===== src/rtl/fifo_wr_arbiter_if.sv =====
// Requester and FIFO write-side signals of the round-robin FIFO write arbiter.
// The arbiter uses the slave modport; the environment (requesters plus FIFO) uses master.
interface fifo_wr_arbiter_if #(
  parameter int NUM_REQ    = 4,
  parameter int DATA_WIDTH = 8
);
  logic [NUM_REQ-1:0]            i_req_valid;
  logic [NUM_REQ*DATA_WIDTH-1:0] i_req_data;
  logic [NUM_REQ-1:0]            i_req_last;
  logic [NUM_REQ-1:0]            o_req_ready;
  logic                          o_winc;
  logic [DATA_WIDTH-1:0]         o_wdata;
  logic                          i_wfull;
  logic [$clog2(NUM_REQ)-1:0]    o_grant_id;
  logic                          o_busy;

  modport master (
    output i_req_valid, i_req_data, i_req_last, i_wfull,
    input  o_req_ready, o_winc, o_wdata, o_grant_id, o_busy
  );

  modport slave (
    input  i_req_valid, i_req_data, i_req_last, i_wfull,
    output o_req_ready, o_winc, o_wdata, o_grant_id, o_busy
  );
endinterface


===== src/rtl/fifo_wr_arbiter.sv =====
// Round-robin arbiter sharing one FIFO write port among NUM_REQ bursting requesters.
// state | meaning
// IDLE  | no owner; pick next valid requester after last_grant (one cycle, no beats)
// GRANT | owner holds the port until last beat or MAX_BURST beats are accepted
module fifo_wr_arbiter #(
  parameter int NUM_REQ    = 4,
  parameter int DATA_WIDTH = 8,
  parameter int MAX_BURST  = 4
) (
  input  logic              i_clk,
  input  logic              i_rst_n,
  fifo_wr_arbiter_if.slave  bus
);

  localparam int IDW = $clog2(NUM_REQ);
  localparam int CW  = $clog2(MAX_BURST + 1);

  typedef enum logic {IDLE, GRANT} state_t;

  state_t           state, state_nxt;
  logic [IDW-1:0]   owner, owner_nxt;
  logic [IDW-1:0]   last_grant, last_grant_nxt;
  logic [CW-1:0]    beat_cnt, beat_cnt_nxt;

  logic [IDW-1:0]        sel;
  logic                  any_valid;
  logic                  owner_valid;
  logic                  owner_last;
  logic [DATA_WIDTH-1:0] owner_data;
  logic                  accept;
  logic                  burst_end;

  always_ff @(posedge i_clk or negedge i_rst_n) begin
    if (!i_rst_n) begin
      state      <= IDLE;
      owner      <= '0;
      last_grant <= IDW'(NUM_REQ - 1);
      beat_cnt   <= '0;
    end else begin
      state      <= state_nxt;
      owner      <= owner_nxt;
      last_grant <= last_grant_nxt;
      beat_cnt   <= beat_cnt_nxt;
    end
  end

  // Scan starts one past the previous owner so the last winner has lowest priority.
  always_comb begin
    logic [IDW-1:0] cand;
    logic           found;
    sel       = '0;
    cand      = '0;
    found     = 1'b0;
    any_valid = |bus.i_req_valid;
    for (int i = 1; i <= NUM_REQ; i++) begin
      cand = IDW'((int'(last_grant) + i) % NUM_REQ);
      if (!found && bus.i_req_valid[cand]) begin
        sel   = cand;
        found = 1'b1;
      end
    end
  end

  always_comb begin
    owner_data = '0;
    for (int k = 0; k < NUM_REQ; k++) begin
      if (owner == IDW'(k)) begin
        owner_data = bus.i_req_data[k*DATA_WIDTH +: DATA_WIDTH];
      end
    end
  end

  assign owner_valid = bus.i_req_valid[owner];
  assign owner_last  = bus.i_req_last[owner];
  assign accept      = (state == GRANT) && owner_valid && !bus.i_wfull;
  assign burst_end   = owner_last || (beat_cnt == CW'(MAX_BURST - 1));

  always_comb begin
    bus.o_req_ready = '0;
    bus.o_busy      = 1'b0;
    bus.o_winc      = accept;
    bus.o_wdata     = owner_data;
    bus.o_grant_id  = owner;
    if (state == GRANT) begin
      bus.o_busy             = 1'b1;
      bus.o_req_ready[owner] = !bus.i_wfull;
    end
  end

  always_comb begin
    state_nxt      = state;
    owner_nxt      = owner;
    last_grant_nxt = last_grant;
    beat_cnt_nxt   = beat_cnt;
    case (state)
      IDLE: begin
        if (any_valid) begin
          owner_nxt    = sel;
          beat_cnt_nxt = '0;
          state_nxt    = GRANT;
        end
      end
      GRANT: begin
        // Owner stays locked through stalls and valid gaps; only accepted beats count.
        if (accept) begin
          beat_cnt_nxt = beat_cnt + CW'(1);
          if (burst_end) begin
            last_grant_nxt = owner;
            state_nxt      = IDLE;
          end
        end
      end
      default: state_nxt = IDLE;
    endcase
  end

endmodule


===== src/flat_wrapper.sv =====
// flat-port wrapper written by rule: the top's interface ports become plain ports
module fifo_wr_arbiter_flat 
#(
  parameter int NUM_REQ    = 4,
  parameter int DATA_WIDTH = 8,
  parameter int MAX_BURST  = 4
)
  (i_clk, i_rst_n, bus_i_req_valid, bus_i_req_data, bus_i_req_last, bus_i_wfull, bus_o_req_ready, bus_o_winc, bus_o_wdata, bus_o_grant_id, bus_o_busy);
  fifo_wr_arbiter_if #(.NUM_REQ(NUM_REQ), .DATA_WIDTH(DATA_WIDTH)) bus_i ();
  input  logic i_clk;
  input  logic i_rst_n;
  input wire logic [$bits(bus_i.i_req_valid)-1:0] bus_i_req_valid;
  input wire logic [$bits(bus_i.i_req_data)-1:0] bus_i_req_data;
  input wire logic [$bits(bus_i.i_req_last)-1:0] bus_i_req_last;
  input wire logic [$bits(bus_i.i_wfull)-1:0] bus_i_wfull;
  output wire logic [$bits(bus_i.o_req_ready)-1:0] bus_o_req_ready;
  output wire logic [$bits(bus_i.o_winc)-1:0] bus_o_winc;
  output wire logic [$bits(bus_i.o_wdata)-1:0] bus_o_wdata;
  output wire logic [$bits(bus_i.o_grant_id)-1:0] bus_o_grant_id;
  output wire logic [$bits(bus_i.o_busy)-1:0] bus_o_busy;
  assign bus_i.i_req_valid = bus_i_req_valid;
  assign bus_i.i_req_data = bus_i_req_data;
  assign bus_i.i_req_last = bus_i_req_last;
  assign bus_i.i_wfull = bus_i_wfull;
  assign bus_o_req_ready = bus_i.o_req_ready;
  assign bus_o_winc = bus_i.o_winc;
  assign bus_o_wdata = bus_i.o_wdata;
  assign bus_o_grant_id = bus_i.o_grant_id;
  assign bus_o_busy = bus_i.o_busy;
  fifo_wr_arbiter #(.NUM_REQ(NUM_REQ), .DATA_WIDTH(DATA_WIDTH), .MAX_BURST(MAX_BURST)) u_core (.i_clk(i_clk), .i_rst_n(i_rst_n), .bus(bus_i));
endmodule

===== config.mk =====
export PLATFORM = sky130hd
export DESIGN_NAME = fifo_wr_arbiter_flat
export DESIGN_NICKNAME = d
export VERILOG_FILES = /design/src/rtl/fifo_wr_arbiter_if.sv /design/src/rtl/fifo_wr_arbiter.sv /design/src/flat_wrapper.sv
export SDC_FILE = /design/constraint.sdc
export NUM_CORES = 1
export LEC_CHECK = 0
export CAP_MARGIN = 20
export CORE_MARGIN = 2
export CORE_UTILIZATION = 30
export CTS_BUF_LIST = sky130_fd_sc_hd__clkbuf_16
export CTS_CLUSTER_SIZE = 20
export DETAILED_ROUTE_END_ITERATION = 10
export DONT_BUFFER_PORTS = 1
export PLACE_DENSITY = 0.55
export REMOVE_ABC_BUFFERS = 1
export SLEW_MARGIN = 10
export SYNTH_ARGS = -nofsm -noshare
export SYNTH_HDL_FRONTEND = slang
export SYNTH_SLANG_ARGS = --single-unit

===== constraint.sdc =====
create_clock -name i_clk -period 2.79 [get_ports i_clk]
set_input_delay 0 -clock i_clk [delete_from_list [all_inputs] [get_ports i_clk]]
set_output_delay 0 -clock i_clk [all_outputs]
set_load 0.03 [all_outputs]

==> impl_metrics.tcl <==
set metrics [dict create \
    run_status "completed" \
    fill_cells 238 \
    layout-drive-gt1-share_pct 29.7 \
    synth.area.top_cells "mux4_2, dfrtp_1, mux2i_1, dfstp_2, nand2_1" \
    timing.final.hold_violations 0 \
    power_density_nw_per_um2 1350 \
    antenna_cells 0 \
    die_x_um 54.9 \
    timing.rr.start "u_core.bus.o_grant_id[1]$_DFFE_PN0P_" \
    detail_route.wl_per_cell_um 18.3 \
    grt_pass1_vias 592 \
    fin_cells 104 \
    dr_wl_met3_um 302 \
    rows 18 \
    synth-edff-count 0 \
    ys_top_cells_by_count "nand2_1, mux4_2, nor2_1" \
    min_delay_worst_endpoint "u_core.state$_DFF_PN0_" \
    min_period_ns 2.09 \
    start_util_pct 31.7 \
    cp.arrival_ns 2.09 \
    synth.top_cell.area_share_pct 20.3 \
    syn_inst 71 \
    layout-area-overhead-vs-synth_pct 16.1 \
    worstMarginPinSlew_ns 0.806 \
    cts_tree "done" \
    synth_ff_type "dfrtp_1" \
    cts_sinks 8 \
    async_flop_share_pct 100 \
    root_buffer "clkbuf_16" \
    cp-end-kind "primary output" \
    antenna_found_initial 0 \
    clockBufferDepth 2 \
    power.leakage_nw 0.366 \
    slew_headroom_pct 46.3 \
    ant_nets 0 \
    placed_area_um2 793 \
    ys_seq_area_share_pct 26.1 \
    clk_pin_slew_ns 0.04 \
    setup_ws_ns 0.699 \
    hold_depth 2 \
    wl_met2_um 996 \
    boundaryPins 59 \
    io_buffers 0 \
    cp.required_ns 2.79 \
    utilization_pct 36.7 \
    ff2ff_path_depth 3 \
    yosysMostFrequentCell "nand2_1" \
    dp_cells 97 \
    place_hpwl_um 1540 \
    post-cts-setup-buffers 0 \
    grt_pass1_wl_um 2580 \
    r2r_slack_ns 0.81 \
    syn_avg_cell_area_um2 10.9 \
    path_max_fanout 9 \
    final-max-slew-violation-count 0 \
    holdCritPathClass "in2reg" \
    grt-ovfl-total 0 \
    die_y_um 54.9 \
    dr.max_layer_used "met3" \
    insertion_delay_ns 0.23 \
    yosysWarnings 0 \
    path_class "reg2out" \
    vias 586 \
    dp_slack_ns 0.807 \
    routed_via_density 5.63 \
    cts_max_level 1 \
    drv_cap 0 \
    drtPass1Iterations 4 \
    post-route-drc-count 0 \
    ys_ff_latch 8 \
    yosysUniqueCellTypes 29 \
    drt-total-wl_um 1900 \
    final_nets 120 \
    startpoint_type "register" \
    period_share_pct 74.9 \
    finalSetupViolations 0 \
    numCtsBuffers 3 \
    r2r-end "u_core.beat_cnt[0]$_DFFE_PN0P_" \
    core_area_um2 2450 \
    ir_worst_vdd_mv 0.776 \
    syn_area_um2 777 \
    hold_start "bus_i_req_valid[0]" \
    die_area_um2 3010 \
    rsz0062_at_grt "no" \
    fin_tns_setup_ns 0 \
    fin_worst_skew_ns 0.000975 \
    final_area_um2 902 \
    gp_congestion 0.795 \
    grt_usage_pct 12.6 \
    drt-met1-wl_um 600 \
    grt_max_degree 18 \
    yosysTopAreaCell "mux4_2" \
    fmax_mhz 478 \
    drt_iter0_markers 9 \
]
logic make-up after synthesis:
family,Yosys count,synth area share (%)
flip-flops,8,26.1
adder cells (fa/ha/maj),2,3.22
AO/OA/AOI/OAI,12,13.4
buffers and inverters,10,6.12
AND/OR/NAND/NOR,22,13.5
multiplexers,17,37.7
timing repair:
| action | in CTS | in global routing |
|---|---|---|
| hold buffers | 3 | 0 |
| hold endpoints to repair | 10 | 0 |
| gates resized for setup | 0 | 0 |
stage by stage:
step                      hold WS [ns]  power, mW
after floorplan                 -0.296      0.876
after global placement          -0.295      0.967
after detailed placement        -0.295      0.974
after CTS                      0.00134       1.23
after global routing            0.0152       1.30
final                          0.00828       1.22
worst max-delay path: stages, from the launching register on:
cell and delay, ns:
dfrtp_1 0.80, buf_4 0.31, mux4_1 0.75
power breakdown:
part           switching [mW]  internal (mW)
Combinational           0.370          0.269
Clock                  0.0590          0.187
Sequential              0.152          0.179
Total                   0.581          0.635
placed cells by master, fill, tap and decap left out, drive strengths merged:
master	count
o22ai	2
clkbuf	3
mux2	2
or3b	1
dfstp	2
buf	1
a21oi	2
a21boi	1
a22oi	1
nor4	1
a31o	1
nor2	7
nand2	8
nor2b	2
or2	1
nand3b	2
dlygate4sd3	3
dfrtp	6
mux2i	7
o2111ai	1
ha	2
inv	6
o221ai	1
o21ai	3
mux4	8
worst max path at each step:
stage | start | end | slack [ns]
after global routing | u_core.bus.o_grant_id[0]$_DFFE_PN0P_ | bus_o_wdata[7] | 0.61
after detailed placement | u_core.bus.o_grant_id[1]$_DFFE_PN0P_ | u_core.beat_cnt[2]$_DFFE_PN0P_ | 0.81
after floorplan | u_core.bus.o_grant_id[0]$_DFFE_PN0P_ | u_core.last_grant[1]$_DFFE_PN1P_ | 0.77
final | u_core.bus.o_grant_id[0]$_DFFE_PN0P_ | bus_o_wdata[7] | 0.70
after CTS | u_core.bus.o_grant_id[0]$_DFFE_PN0P_ | bus_o_wdata[7] | 0.67
after global placement | u_core.bus.o_grant_id[1]$_DFFE_PN0P_ | u_core.beat_cnt[0]$_DFFE_PN0P_ | 0.84
per-layer routing:
layer	global-route usage, %	vias up
li1	-	270
met1	12.0	266
met2	24.8	50
met3	5.38	0
met4	2.44	0
met5	0	-
final cells by class:
class | instances | area, um^2 | share of cell area [%]
Timing Repair Buffer | 4 | 37.5 | 4.16
Sequential cell | 8 | 203 | 22.5
Multi-Input combinational cell | 53 | 527 | 58.4
Clock buffer | 3 | 75.1 | 8.32
Clock inverter | 1 | 3.75 | 0.416
Tap cell | 30 | 37.5 | 4.16
Inverter | 5 | 18.8 | 2.08
sequential cells by signal, summed over array words and instances (netlist names):
name / flops
u_core.last_grant: 2
u_core.bus.o_grant_id: 2
u_core.beat_cnt: 3
u_core.state: 1
(Power assumes the default switching activity.)
